<file path="src/rtl/date_pkg.sv">
`default_nettype none
// +----------------------------------------------------------------------+
// | date_pkg : shared widths, month codes and reset date for the date     |
// | counter.                                                              |
// | Rev 1.0                                                               |
// +----------------------------------------------------------------------+
package date_pkg;

    localparam int DAY_W  = 5;
    localparam int MON_W  = 4;
    localparam int YEAR_W = 7;

    localparam logic [MON_W-1:0] JAN = 4'd1;
    localparam logic [MON_W-1:0] FEB = 4'd2;
    localparam logic [MON_W-1:0] MAR = 4'd3;
    localparam logic [MON_W-1:0] APR = 4'd4;
    localparam logic [MON_W-1:0] MAY = 4'd5;
    localparam logic [MON_W-1:0] JUN = 4'd6;
    localparam logic [MON_W-1:0] JUL = 4'd7;
    localparam logic [MON_W-1:0] AUG = 4'd8;
    localparam logic [MON_W-1:0] SEP = 4'd9;
    localparam logic [MON_W-1:0] OCT = 4'd10;
    localparam logic [MON_W-1:0] NOV = 4'd11;
    localparam logic [MON_W-1:0] DEC = 4'd12;

    localparam logic [DAY_W-1:0]  RESET_DAY   = 5'd1;
    localparam logic [MON_W-1:0]  RESET_MONTH = JAN;
    localparam logic [YEAR_W-1:0] RESET_YEAR  = 7'd0;

endpackage : date_pkg
`default_nettype wire

</file>
<file path="src/rtl/month_len.sv">
`default_nettype none
// +----------------------------------------------------------------------+
// | month_len : days in a given month/year (0 for an illegal month).      |
// | Macro: DATE_LEAP_YEAR_EN enables 29-day February when year[1:0]==0.   |
// | Rev 1.0                                                               |
// +----------------------------------------------------------------------+
module month_len
    import date_pkg::*;
(
    input  logic [MON_W-1:0]  i_month,
    input  logic [YEAR_W-1:0] i_year,
    output logic [DAY_W-1:0]  o_days
);

    logic [DAY_W-1:0] w_feb_days;
    logic             w_unused_year;

    assign w_unused_year = ^i_year;

`ifdef DATE_LEAP_YEAR_EN
    // Divisible-by-4 is exact across 2000..2099, so the two LSBs suffice.
    assign w_feb_days = (i_year[1:0] == 2'b00) ? 5'd29 : 5'd28;
`else
    assign w_feb_days = 5'd28;
`endif

    always_comb begin
        o_days = '0;
        case (i_month)
            JAN, MAR, MAY, JUL, AUG, OCT, DEC: o_days = 5'd31;
            APR, JUN, SEP, NOV:                o_days = 5'd30;
            FEB:                               o_days = w_feb_days;
            default:                           o_days = '0;
        endcase
    end

endmodule : month_len
`default_nettype wire

</file>
<file path="src/rtl/date_counter.sv">
`default_nettype none
// +----------------------------------------------------------------------+
// | date_counter : day/month/year counter advanced by hour-wrap ticks,    |
// | with validated parallel load and gated date bus.                      |
// | Macro: DATE_LEAP_YEAR_EN (leap February, via month_len).              |
// | Rev 1.0                                                               |
// +----------------------------------------------------------------------+
module date_counter
    import date_pkg::*;
#(
    parameter int YEAR_MAX = 99
) (
    input  logic              clk,
    input  logic              clear_n,
    input  logic              day_tick,
    input  logic              load,
    input  logic [DAY_W-1:0]  load_day,
    input  logic [MON_W-1:0]  load_month,
    input  logic [YEAR_W-1:0] load_year,
    input  logic              enable,
    output logic [DAY_W-1:0]  day,
    output logic [MON_W-1:0]  month,
    output logic [YEAR_W-1:0] year,
    output logic              load_err,
    output logic              year_carry,
    output logic [15:0]       databus
);

    localparam logic [YEAR_W-1:0] c_YEAR_MAX = YEAR_W'(YEAR_MAX);

    logic [DAY_W-1:0]  r_day,   w_day_nxt;
    logic [MON_W-1:0]  r_month, w_month_nxt;
    logic [YEAR_W-1:0] r_year,  w_year_nxt;
    logic              r_load_err, w_load_err_nxt;
    logic              r_year_carry, w_year_carry_nxt;

    logic [DAY_W-1:0]  w_cur_days;
    logic [DAY_W-1:0]  w_load_days;
    logic              w_load_valid;

    month_len u_len_cur (
        .i_month (r_month),
        .i_year  (r_year),
        .o_days  (w_cur_days)
    );

    month_len u_len_load (
        .i_month (load_month),
        .i_year  (load_year),
        .o_days  (w_load_days)
    );

    // An illegal month yields 0 days, which also fails the day range check.
    assign w_load_valid = (load_month >= JAN) && (load_month <= DEC) &&
                          (load_year <= c_YEAR_MAX) &&
                          (load_day != '0) && (load_day <= w_load_days);

    always_comb begin
        w_day_nxt        = r_day;
        w_month_nxt      = r_month;
        w_year_nxt       = r_year;
        w_load_err_nxt   = r_load_err;
        w_year_carry_nxt = 1'b0;
        if (load) begin
            if (w_load_valid) begin
                w_day_nxt      = load_day;
                w_month_nxt    = load_month;
                w_year_nxt     = load_year;
                w_load_err_nxt = 1'b0;
            end else begin
                w_load_err_nxt = 1'b1;
            end
        end else if (day_tick) begin
            if (r_day < w_cur_days) begin
                w_day_nxt = r_day + 5'd1;
            end else begin
                w_day_nxt = RESET_DAY;
                if (r_month == DEC) begin
                    w_month_nxt = JAN;
                    if (r_year == c_YEAR_MAX) begin
                        w_year_nxt       = '0;
                        w_year_carry_nxt = 1'b1;
                    end else begin
                        w_year_nxt = r_year + 7'd1;
                    end
                end else begin
                    w_month_nxt = r_month + 4'd1;
                end
            end
        end
    end

    always_ff @(posedge clk or negedge clear_n) begin
        if (!clear_n) begin
            r_day        <= RESET_DAY;
            r_month      <= RESET_MONTH;
            r_year       <= RESET_YEAR;
            r_load_err   <= 1'b0;
            r_year_carry <= 1'b0;
        end else begin
            r_day        <= w_day_nxt;
            r_month      <= w_month_nxt;
            r_year       <= w_year_nxt;
            r_load_err   <= w_load_err_nxt;
            r_year_carry <= w_year_carry_nxt;
        end
    end

    assign day        = r_day;
    assign month      = r_month;
    assign year       = r_year;
    assign load_err   = r_load_err;
    assign year_carry = r_year_carry;
    assign databus    = {r_year, r_month, r_day} & {16{enable}};

endmodule : date_counter
`default_nettype wire

</file>
<file path="config.mk">
export PLATFORM = sky130hd
export DESIGN_NAME = date_counter
export DESIGN_NICKNAME = d
export VERILOG_FILES = /design/src/rtl/date_pkg.sv /design/src/rtl/month_len.sv /design/src/rtl/date_counter.sv
export SDC_FILE = /design/constraint.sdc
export NUM_CORES = 1
export LEC_CHECK = 0
export ABC_CLOCK_PERIOD_IN_PS = 3000
export CAP_MARGIN = 20
export CORE_ASPECT_RATIO = 0.7
export CORE_MARGIN = 2
export CORE_UTILIZATION = 30
export CTS_CLUSTER_DIAMETER = 100
export DETAILED_ROUTE_END_ITERATION = 8
export GPL_ROUTABILITY_DRIVEN = 0
export GPL_TIMING_DRIVEN = 0
export SYNTH_ARGS = -nofsm -noshare
export SYNTH_HDL_FRONTEND = slang
export SYNTH_SLANG_ARGS = --single-unit
export TNS_END_PERCENT = 50
</file>
<file path="constraint.sdc">
create_clock -name clk -period 3 [get_ports clk]
set_input_delay 0.6 -clock clk [delete_from_list [all_inputs] [get_ports clk]]
set_output_delay 0.6 -clock clk [all_outputs]
set_load 0.01 [all_outputs]
</file>
# Word level (Yosys, flattened, before mapping)
# Memories as Yosys holds them, arrays and structs flattened.
# Index checks and enable logic that the tools add are counted.
# classes
add_sub_neg	3
order_cmp	5
eq_ne	4
muxes	21
bitwise_logic	1
n_reduce_logical	10
# ops
cell	count
7-bit 2-to-1 mux	6
4-bit 2-to-1 mux	5
5-bit 2-to-1 mux	4
16-bit bitwise AND	1
7-bit by 1-bit adder with 7-bit output (second input constant)	1
7-bit == test (second input constant)	1
7-bit less-or-equal comparator (second input constant)	1
1-bit 2-to-1 mux	6
5-bit by 1-bit adder with 5-bit output (second input constant)	1
5-bit less-or-equal comparator	1
5-bit less-than comparator	1
5-bit nonzero test	1
4-bit by 1-bit adder with 4-bit output (second input constant)	1
4-bit == test (second input constant)	1
4-bit by 1-bit >= comparator with 1-bit output (second input constant)	1
4-bit less-or-equal comparator (second input constant)	1
1-bit logical AND	4
4-bit AND reduction	1
2-bit nonzero test	2
3-bit AND reduction	1
2-bit by 1-bit != test with 1-bit output (second input constant)	1
2-bit != test (second input constant)	1
2-bit AND reduction	1
# totals
register_bits	18
mem_bits_ro	160
inputBits	21
n_memories	2
# mem_list
name	depth	width	read_ports	rd_clocked_by_memory_dff	wr	line_no	source
(name not given)	16	5	1	0	0	month_len.sv:29	case (i_month)
(name not given)	16	5	1	0	0	month_len.sv:29	

# Longest topological paths before layout
# Gate-level depths: netlist of the first run.
# depth
depth_word	7
depth_mapped	11
ltp_nobuf	11

# Cells and area by module
# A second synthesis of the first run with hierarchy kept.
# hier_totals
cells_unflattened	197
hier_area_um2	1590.3
# modules_own_cells
mod	instances	cells_per_inst	area_per_inst_um2	seq_area_each_um2
date_counter	1	175	1455.1	452.9
month_len	2	11	67.6	0.0

# Worst setup path after synthesis of the first run
# OpenSTA, ideal clock, no wires.
# synth_timing
path_type	reg2reg
from	register r_month[0] (netlist: month[0])
to	register r_day[3] (netlist: day[3])
setup_ps	69
arrival_ps	2704
required_ps	2931
slack_ps	227
stages_incl_launch_ff	10
n_path_buf	0
path_cell_list	dfstp_2 -> inv_2 -> ha_1 -> o21ai_0 -> ha_1 -> a2111oi_4 -> o211ai_1 -> and2_4 -> or4_1 -> nand3_1
# synth_via
elab_chain_cells	5
# synth_lines
element	line_no	source
start, declared	date_counter.sv:32	logic [MON_W-1:0] r_month, w_month_nxt;
start signal, assigned	date_counter.sv:102	r_month <= w_month_nxt;
memory 16 x 5 bit	n/a	
5-bit less-than comparator	date_counter.sv:74	if (r_day < w_cur_days) begin
5-bit 2-to-1 mux	date_counter.sv:74	
5-bit 2-to-1 mux	date_counter.sv:73	end else if (day_tick) begin
5-bit 2-to-1 mux	date_counter.sv:64	if (load) begin
end signal, assigned	date_counter.sv:101	r_day <= w_day_nxt;
end, declared	date_counter.sv:31	logic [DAY_W-1:0] r_day, w_day_nxt;
# Every way passes these cells. The select of a mux whose other input is x is not followed.
# A chain may end at the register's enable or synchronous reset.

# Final worst setup path of the first run
# layout_timing
from	input load_month[2]
to	register r_year[2] (netlist: year[2])
# layout_via
elab_chain_cells	7
word_cells_on_any_way	10
cone_classes	3 x order compare; 1 x eq/ne; 5 x reduce/logical; 1 x memory
# layout_lines
element	line_no	source
start, declared	date_counter.sv:18	input logic [MON_W-1:0] load_month,
branches (longest 4 deep; another with memory 16 x 5 bit)	n/a	
1-bit logical AND *	date_counter.sv:56	(load_day != '0) && (load_day <= w_load_days);
2-bit by 1-bit != test with 1-bit output (no source line) *	n/a	
4-bit AND reduction (no source line) *	n/a	
end signal, assigned	date_counter.sv:103	r_year <= w_year_nxt;
end, declared	date_counter.sv:33	logic [YEAR_W-1:0] r_year, w_year_nxt;
# Mark *: on every way between the ends.

==> reports/summary.txt, run 1 <==
Most Used Layer, Global Route: met1
hold endpoint: load_err$_DFFE_PN0P_
ant diodes: 0
WL per Instance: 15.0 um
internal reg-to-reg setup slack: 0.17 ns
met3 Resource Use GR: 2.06%
vias in the first global route: 1486
core area: 0.00520 mm^2
Synth cell types: 56
Fillers: 528
PortBufs: 53
largest net degree at the start of global routing: 19
CTS H-tree depth: 1
Final Util: 44.4%
DP Area: 0.00222 mm^2
die width: 91.4 um
Max VDD drop: 0.000213 V
CP endpoint kind: flop
Synth area leaders: dfrtp_1 25%, ha_1 8.6%, and2_1 7.8%
I/O Pins: 55
M2 GR Usage: 21.9%
max frequency: 0.352 GHz
TritonRoute pass-1 iters: 4
Syn Nets: 214
R2R depth: 9
# setup viols final: 0
Min Clock Period, post-route: 2.84 ns
critical path's top delay family: compound AO/OA/AOI/OAI gates
Cell Area, Synth: 0.00160 mm^2
row count: 22
simple-gate share of the synthesized area: 27.4%
CTS Hold Bufs: 0
Worst Skew: 0.00284 ns
TNS Setup: 0 ns
number of instances in the placed design: 307
period utilisation layout: 94.8%
total CTS buffers: 3
syn avg cell area: 8.81 um^2
Hold/Removal Path Class: reg -> reg
WP buf/inv: 2
crit path DAT: 2.98 ns
Critical Path, Cell by Cell: dlygate4sd2_1 > or3_4 > nand2_1 > ha_1 > nor2b_1 > o311a_1 > a211oi_2 > a21boi_2 > buf_6 > o31ai_1 > o211ai_1
area grow syn2layout: 44.1%
clock slew at reported path FFs: 0.07 ns
layout cells sized above 1: 14.1%
worst hold path cell count: 2
sequential share of the synthesized area: 28.2%
CP Depth: 11
antenna violations before repair: 0
Residual DRC: 0
Pwr Density: 864 mW/mm^2
largest family of logic cells by synthesized area: compound AO/OA/AOI/OAI gates
Async S/R FF share, synth: 100%
Die Ht: 65.2 um
Synth Area in Compound Gates: 29.1%
Clock Path Buffers: 2
CP Class: in -> reg
CTS root buffer: clkbuf_8
YS warnings: 0
Synth area leader: dfrtp_1
Slew @ Worst Pin: 0.835 ns
Post-Synth Adder-Cell Area: 8.58%
Hold Path Origin: load_err$_DFFE_PN0P_
Yosys top cell area share: 25.0%
slowest stage cell on the critical path: or3_4
global route overflow: 0
Non-Filler Instances: 313
via/cell ratio: 5.23
clock latency on the worst-skew pair: 0.26 ns
critical path startpoint category: primary input
Max Cap Violations: 0
Initial Utilization: 30.8%
post-DP HPWL: 3660 um
vias: 1638
Req. time, crit path: 3.13 ns
flops & latches, synth: 18
Mapped Cells: 182
cell area after layout: 0.00231 mm^2
Layout Nets: 274
RSZ-0062 raised after global routing: no
slowest stage delay, CP: 0.40 ns
DR iter-0 viols: 155
Critical R2R Capture: day[3]$_DFFE_PN0P_
Overall Power: 0.00200 W
Final Hold Fails: 0
met1 Usage GRT: 25.1%
Sink Count: 18
Slew Viols, Final: 0
Post-Synth XOR/XNOR Area: 0%
Post-DRT Antenna Nets: 0
TritonCTS clock tree: done
GRT Overall Usage: 15.9%
r2r startpoint: month[0]$_DFFE_PN1P_
status: complete, no violations
WL final: 4680 um
Post-synth EDFFs: 0
Rel. slew slack: 44.2%
worst-path maximum fanout: 10
Primary FF master, synth: dfrtp_1
Leak Pwr: 0.947 nW
post-synthesis mux area share: 1.56%
global-route wire length before repair: 7600 um
DIE AREA: 0.00596 mm^2
## cells by family (layout without fill, tap and decap cells)
kind of cell / Yosys count / in the layout
muxes: 2 / 2
buffers and inverters: 15 / 74
and+or+nand+nor: 79 / 79
adders and majority gates: 11 / 11
AOI/OAI and AO/OA: 57 / 57
DFF: 18 / 18
## worst max-delay path by stage
stage	from	end	slack, ns
after floorplan	month[0]$_DFFE_PN1P_	day[3]$_DFFE_PN0P_	0.23
after global placement	load_month[2]	year[4]$_DFFE_PN0P_	-0.34
after detailed placement	load_month[2]	year[4]$_DFFE_PN0P_	-0.34
after CTS	load_month[1]	year[2]$_DFFE_PN0P_	0.02
after global routing	load_month[2]	year[2]$_DFFE_PN0P_	0.005
final	load_month[2]	year[2]$_DFFE_PN0P_	0.16
## timing repair
item | CTS | global route
setup endpoints to repair | 8 | 11
resized for setup | 7 | 2
pin swaps | 3 | 3
setup buffers | 2 | 0
## metrics by stage
| stage | setup WS (ns) | hold slack (ns) |
|---|---|---|
| floorplan | 0.227 | 0.304 |
| global placement | -0.338 | 0.486 |
| detailed placement | -0.343 | 0.484 |
| CTS | 0.0179 | 0.502 |
| global route | 0.00505 | 0.557 |
| finish | 0.155 | 0.494 |
## power by group
part / leakage [nW] / switching, W / internal (W)
sequential: 0.218 / 0.000181 / 0.000355
clock: 0.0288 / 0.0000878 / 0.000117
combinational: 0.700 / 0.000595 / 0.000662
## worst reg2reg max path, delay by kind of cell, from the launching register on
family,cells,cell delay [ns]
simple gates,3,0.74
buf+inv,1,0.08
fa+ha+maj,2,0.56
flops,1,0.60
compound gates,3,0.78
## final cells by class
type | instances | area (um^2) | area share (%)
inverters | 8 | 30.0 | 1.30
plain buffers | 7 | 56.3 | 2.44
flip-flops and latches | 18 | 453 | 19.6
repair buffers | 55 | 544 | 23.6
well taps | 72 | 90.1 | 3.90
clock buffers | 4 | 55.1 | 2.38
multi-input cells | 149 | 1080 | 46.8
## sequential cells by signal, summed over array words and instances, names as in the netlist
signal	count
day	5
load_err	1
month	4
year	7
year_carry	1
## cell usage after synthesis (4+ instances only)
cell type,n
nand3_1,7
ha_1,11
o31ai_1,6
dfrtp_1,16
o21ai_0,10
nor2_1,12
and3_1,4
a31oi_1,5
inv_1,6
nand2_1,14
a32oi_1,4
and2_1,20
## metal layers
metal / wire, um / part of all wire (%)
met4: 66 / 1.4
met3: 287 / 6.1
met5: 0 / 0
met1: 2530 / 54
met2: 1800 / 38
## layout by cell type, fill, tap and decap left out, types with 4 or more instances in the layout
cell type	n
and2_1	20
a32oi_1	4
clkdlybuf4s50_1	49
nor2_1	12
a31oi_1	5
inv_1	6
o21ai_0	9
dfrtp_1	16
ha_1	11
buf_6	4
clkbuf_8	4
and3_1	4
o31ai_1	6
nand2_1	14
nand3_1	7
No activity file was read; power rests on OpenSTA's default activity.
==> inputs of run 2 (changes only) <==
--- a/config.mk
+++ b/config.mk
@@ -10,6 +10,7 @@
 export CORE_ASPECT_RATIO = 0.7
 export CORE_MARGIN = 2
 export CORE_UTILIZATION = 30
+export CTS_BUF_LIST = sky130_fd_sc_hd__clkbuf_16
 export CTS_CLUSTER_DIAMETER = 100
 export DETAILED_ROUTE_END_ITERATION = 8
 export GPL_ROUTABILITY_DRIVEN = 0
==> reports/summary.txt, run 2 (synthesized netlist as in run 1, its figures left out) <==
status: complete, no violations
layout cells sized above 1: 14.1%
CTS root buffer: clkbuf_16
area grow syn2layout: 45.9%
Hold WS: 0.490 ns
GRT Overall Usage: 16.0%
R2R depth: 9
Critical Path, Cell by Cell: dlygate4sd2_1 > or3_4 > nand2_1 > ha_1 > nor2b_1 > o311a_1 > a211oi_2 > a21boi_2 > buf_6 > o31ai_1 > o21ai_0
CP Class: in -> reg
core area: 0.00520 mm^2
TritonRoute pass-1 iters: 4
period utilisation layout: 94.9%
WL per Instance: 14.8 um
clock slew at reported path FFs: 0.05 ns
Rel. slew slack: 44.8%
most common cell after layout, fill and taps aside: clkdlybuf4s50_1
Slew @ Worst Pin: 0.826 ns
Leak Pwr: 0.958 nW
WL final: 4650 um
global route overflow: 0
max reg flops: 7
Non-Filler Instances: 313
crit path DAT: 2.97 ns
Hold/Removal Path Class: reg -> reg
# setup viols final: 0
slowest stage delay, CP: 0.40 ns
Max Cap Violations: 0
DP Area: 0.00222 mm^2
Worst Skew: 0.00353 ns
CTS Hold Bufs: 0
Sink Count: 18
ant diodes: 0
CP endpoint kind: flop
worst hold path cell count: 2
DR iter-0 viols: 128
most frequent cells in the layout: 49 x clkdlybuf4s50_1, 20 x and2_1, 16 x dfrtp_1, 14 x nand2_1, 12 x nor2_1
vias in the first global route: 1483
Layout Nets: 274
max frequency: 0.351 GHz
critical path startpoint category: primary input
cell area after layout: 0.00234 mm^2
Die Ht: 65.2 um
Slew Viols, Final: 0
PortBufs: 53
TritonCTS clock tree: done
Min Clock Period, post-route: 2.85 ns
RSZ-0062 raised after global routing: yes
via/cell ratio: 5.28
Req. time, crit path: 3.12 ns
largest net degree at the start of global routing: 19
Pwr Density: 885 mW/mm^2
Clock Path Buffers: 2
die width: 91.4 um
global-route wire length before repair: 7590 um
row count: 22
TNS Setup: 0 ns
total CTS buffers: 3
antenna violations before repair: 0
Post-DRT Antenna Nets: 0
Initial Utilization: 30.8%
Max VDD drop: 0.000246 V
vias: 1652
I/O Pins: 55
slowest stage cell on the critical path: or3_4
number of instances in the placed design: 307
Final Hold Fails: 0
clock latency on the worst-skew pair: 0.25 ns
worst-path maximum fanout: 10
Residual DRC: 0
CTS H-tree depth: 1
post-DP HPWL: 3660 um
DIE AREA: 0.00596 mm^2
==> run 2: routing by layer <==
metal  up-vias  track usage, %  wire, um
met5         -               0         0
met4         0            5.30        54
met3         5            2.41       279
met2        62            21.7      1820
met1       774            25.1      2490
li1        811               -         -
==> run 2: critical path: cells and delay by family <==
kind                     cells  cell delay (ns)
AO/OA/AOI/OAI                5             1.08
adder cells (fa/ha/maj)      1             0.23
buffers and inverters        2             0.45
AND/OR/NAND/NOR              3             0.60
==> run 2: power breakdown <==
| part | internal (W) | switching [W] |
|---|---|---|
| clock | 0.000177 | 0.0000948 |
| combinational | 0.000665 | 0.000599 |
| sequential | 0.000355 | 0.000179 |
==> run 2: repair_timing <==
item / CTS / global route
resized for setup: 7 / 4
pin swaps: 3 / 3
setup endpoints to repair: 9 / 11
setup buffers: 2 / 0
endpoints found under the hold margin: 0 / 0
==> run 2: per-stage QoR <==
step	worst slack, ns	total power, W	util (%)
floorplan	0.227	0.00124	-
global placement	-0.338	0.00176	42.8
detailed placement	-0.343	0.00177	42.8
CTS	0.00643	0.00206	44.8
global route	-0.00174	0.00223	45.0
finish	0.152	0.00207	45.0
==> run 2: final cells by class <==
cell class	instances	area [um^2]
Timing Repair Buffer	55	544
Clock inverter	1	3.75
Inverter	8	30.0
Multi-Input combinational cell	149	1090
Sequential cell	18	453
Clock buffer	3	75.1
Buffer	7	56.3
Tap cell	72	90.1
Fill cell	525	2860
==> run 2: final timing paths <==
path | from | to | slack, ns
worst max-delay path | load_month[2] | year[5]$_DFFE_PN0P_ | 0.15
worst min-delay path | load_err$_DFFE_PN0P_ | load_err$_DFFE_PN0P_ | 0.49
worst max register to register | month[0]$_DFFE_PN1P_ | day[3]$_DFFE_PN0P_ | 0.17
worst min register to register | load_err$_DFFE_PN0P_ | load_err$_DFFE_PN0P_ | 0.49
max in group asynchronous | clear_n | day[3]$_DFFE_PN0P_ | 1.66
min in group asynchronous | clear_n | month[3]$_DFFE_PN0P_ | 0.83
==> inputs of run 3 (changes only) <==
--- a/config.mk
+++ b/config.mk
@@ -7,14 +7,17 @@
 export LEC_CHECK = 0
 export ABC_CLOCK_PERIOD_IN_PS = 3000
 export CAP_MARGIN = 20
+export CELL_PAD_IN_SITES_DETAIL_PLACEMENT = 2
+export CELL_PAD_IN_SITES_GLOBAL_PLACEMENT = 2
 export CORE_ASPECT_RATIO = 0.7
 export CORE_MARGIN = 2
-export CORE_UTILIZATION = 30
+export CORE_UTILIZATION = 26
 export CTS_BUF_LIST = sky130_fd_sc_hd__clkbuf_16
 export CTS_CLUSTER_DIAMETER = 100
 export DETAILED_ROUTE_END_ITERATION = 8
 export GPL_ROUTABILITY_DRIVEN = 0
 export GPL_TIMING_DRIVEN = 0
+export PLACE_DENSITY_LB_ADDON = 0.1
 export SYNTH_ARGS = -nofsm -noshare
 export SYNTH_HDL_FRONTEND = slang
 export SYNTH_SLANG_ARGS = --single-unit
==> reports/summary.txt, run 3 (synthesized netlist as in run 1, its figures left out) <==
GRT Overall Usage: 18.6%
hold endpoint: load_err$_DFFE_PN0P_
R2R depth: 9
RSZ-0062 raised after global routing: yes
Clk network pwr share: 12.7%
status: complete, no violations
layout cells sized above 1: 19.2%
vias in the first global route: 1801
Max VDD drop: 0.000232 V
total CTS buffers: 3
clock latency on the worst-skew pair: 0.25 ns
global route overflow: 0
TNS Setup: 0 ns
WL final: 6470 um
Die Ht: 69.7 um
via/cell ratio: 5.43
Hold/Removal Path Class: reg -> reg
most frequent cells in the layout: 49 x clkdlybuf4s50_1, 20 x and2_1, 16 x dfrtp_1, 13 x nand2_1, 12 x nor2_1
PortBufs: 53
Pwr Density: 915 mW/mm^2
largest net degree at the start of global routing: 19
global-route wire length before repair: 10000 um
post-DP HPWL: 4800 um
Min Clock Period, post-route: 2.93 ns
Slew @ Worst Pin: 0.901 ns
Post-DRT Antenna Nets: 0
sequential power share: 24.8%
area grow syn2layout: 49.4%
CTS H-tree depth: 1
row count: 23
Residual DRC: 0
worst-path maximum fanout: 8
max reg flops: 7
internal reg-to-reg setup slack: 0.12 ns
Rel. slew slack: 39.7%
antenna violations before repair: 0
# setup viols final: 0
period utilisation layout: 97.5%
Sink Count: 18
WL per Instance: 20.2 um
Initial Utilization: 27.5%
clock slew at reported path FFs: 0.06 ns
Slew Viols, Final: 0
CP Class: in -> reg
worst hold path cell count: 2
Logic pwr share: 62.5%
Final Hold Fails: 0
r2r startpoint: month[0]$_DFFE_PN1P_
CTS root buffer: clkbuf_16
core area: 0.00584 mm^2
max frequency: 0.342 GHz
internal power: 0.00122 W
cell area after layout: 0.00240 mm^2
Worst Skew: 0.00205 ns
crit path DAT: 3.07 ns
critical path startpoint category: primary input
Clock Path Buffers: 2
most common cell after layout, fill and taps aside: clkdlybuf4s50_1
I/O Pins: 55
CP endpoint kind: flop
die width: 97.9 um
Hold Path Origin: load_err$_DFFE_PN0P_
DR iter-0 viols: 49
TritonRoute pass-1 iters: 4
Critical R2R Capture: day[3]$_DFFE_PN0P_
Leak Pwr: 0.974 nW
Sw Ratio: 44.4%
DIE AREA: 0.00682 mm^2
vias: 1739
Req. time, crit path: 3.14 ns
Layout Nets: 278
Max Cap Violations: 0
TritonCTS clock tree: done
ant diodes: 0
DP Area: 0.00223 mm^2
P_sw: 0.000974 W
-- run 3: cell count changes in the layout (fill, tap and decap cells not counted), sizes merged --
| cell | previous run | this run |
|---|---|---|
| buf | 6 | 10 |
| clkbuf | 6 | 10 |
| dlymetal6s2s | 1 | 0 |
| dlygate4sd2 | 3 | 0 |
-- run 3: worst max-delay path by stage --
stage | depth (start not counted) | to | slack [ns] | startpoint
3_3_place_gp | 11 | year[5]$_DFFE_PN0P_ | -0.41 | load_month[2]
2_1_floorplan | 9 | day[3]$_DFFE_PN0P_ | 0.23 | month[0]$_DFFE_PN1P_
4_1_cts | 9 | day[3]$_DFFE_PN0P_ | 0.006 | month[0]$_DFFE_PN1P_
5_1_grt | 11 | year[6]$_DFFE_PN0P_ | -0.03 | load_month[3]
3_5_place_dp | 11 | year[4]$_DFFE_PN0P_ | -0.44 | load_month[0]
6_report | 11 | year[4]$_DFFE_PN0P_ | 0.07 | load_month[3]
-- run 3: area by class of cell --
type,instances,area (um^2)
fillers,645,3450
multi-input cells,149,1130
repair buffers,59,553
flip-flops and latches,18,453
well taps,75,93.8
clock buffers,3,75.1
plain buffers,7,56.3
inverters,8,30.0
clock inverters,1,3.75
-- run 3: power groups by stage --
stage | Sequential [W] | Combinational [W] | Clock (W)
floorplan | 0.000526 | 0.000716 | 0
global placement | 0.000540 | 0.00127 | 0
detailed placement | 0.000544 | 0.00129 | 0
finish | 0.000544 | 0.00137 | 0.000279
CTS | 0.000543 | 0.00133 | 0.000280
global route | 0.000574 | 0.00150 | 0.000289
-- run 3: per-layer routing --
metal	global-route usage (%)	vias up	wire length (um)
met5	0	-	0
met3	2.62	6	330
met2	28.7	55	2970
li1	-	809	-
met4	2.78	0	64
met1	27.9	869	3100
-- run 3: stage by stage --
| stage | setup WS, ns | power [W] | hold slack [ns] | util [%] | cells |
|---|---|---|---|---|---|
| after floorplan | 0.227 | 0.00124 | 0.304 | - | 182 |
| after global placement | -0.406 | 0.00181 | 0.476 | 38.1 | 310 |
| after detailed placement | -0.443 | 0.00184 | 0.486 | 38.1 | 310 |
| after CTS | 0.00642 | 0.00215 | 0.499 | 40.2 | 317 |
| after global routing | -0.0319 | 0.00236 | 0.520 | 41.0 | 320 |
| final | 0.0742 | 0.00219 | 0.491 | 41.0 | 320 |
-- run 3: worst max-delay path: stages --
cell      delay (ns)
clkbuf_2        0.12
or3_4           0.41
nand2_1         0.08
ha_1            0.24
nor2b_1         0.14
o311a_1         0.41
a211o_1         0.37
o21ai_2         0.19
buf_6           0.16
a31oi_2         0.11
o221a_1         0.24
-- run 3: repair_timing --
item,in CTS,in global routing
gates cloned,1,0
gates resized for setup,10,17
pin swaps,3,8
buffers inserted,2,3
hold buffers,0,0
setup endpoints to repair,15,16
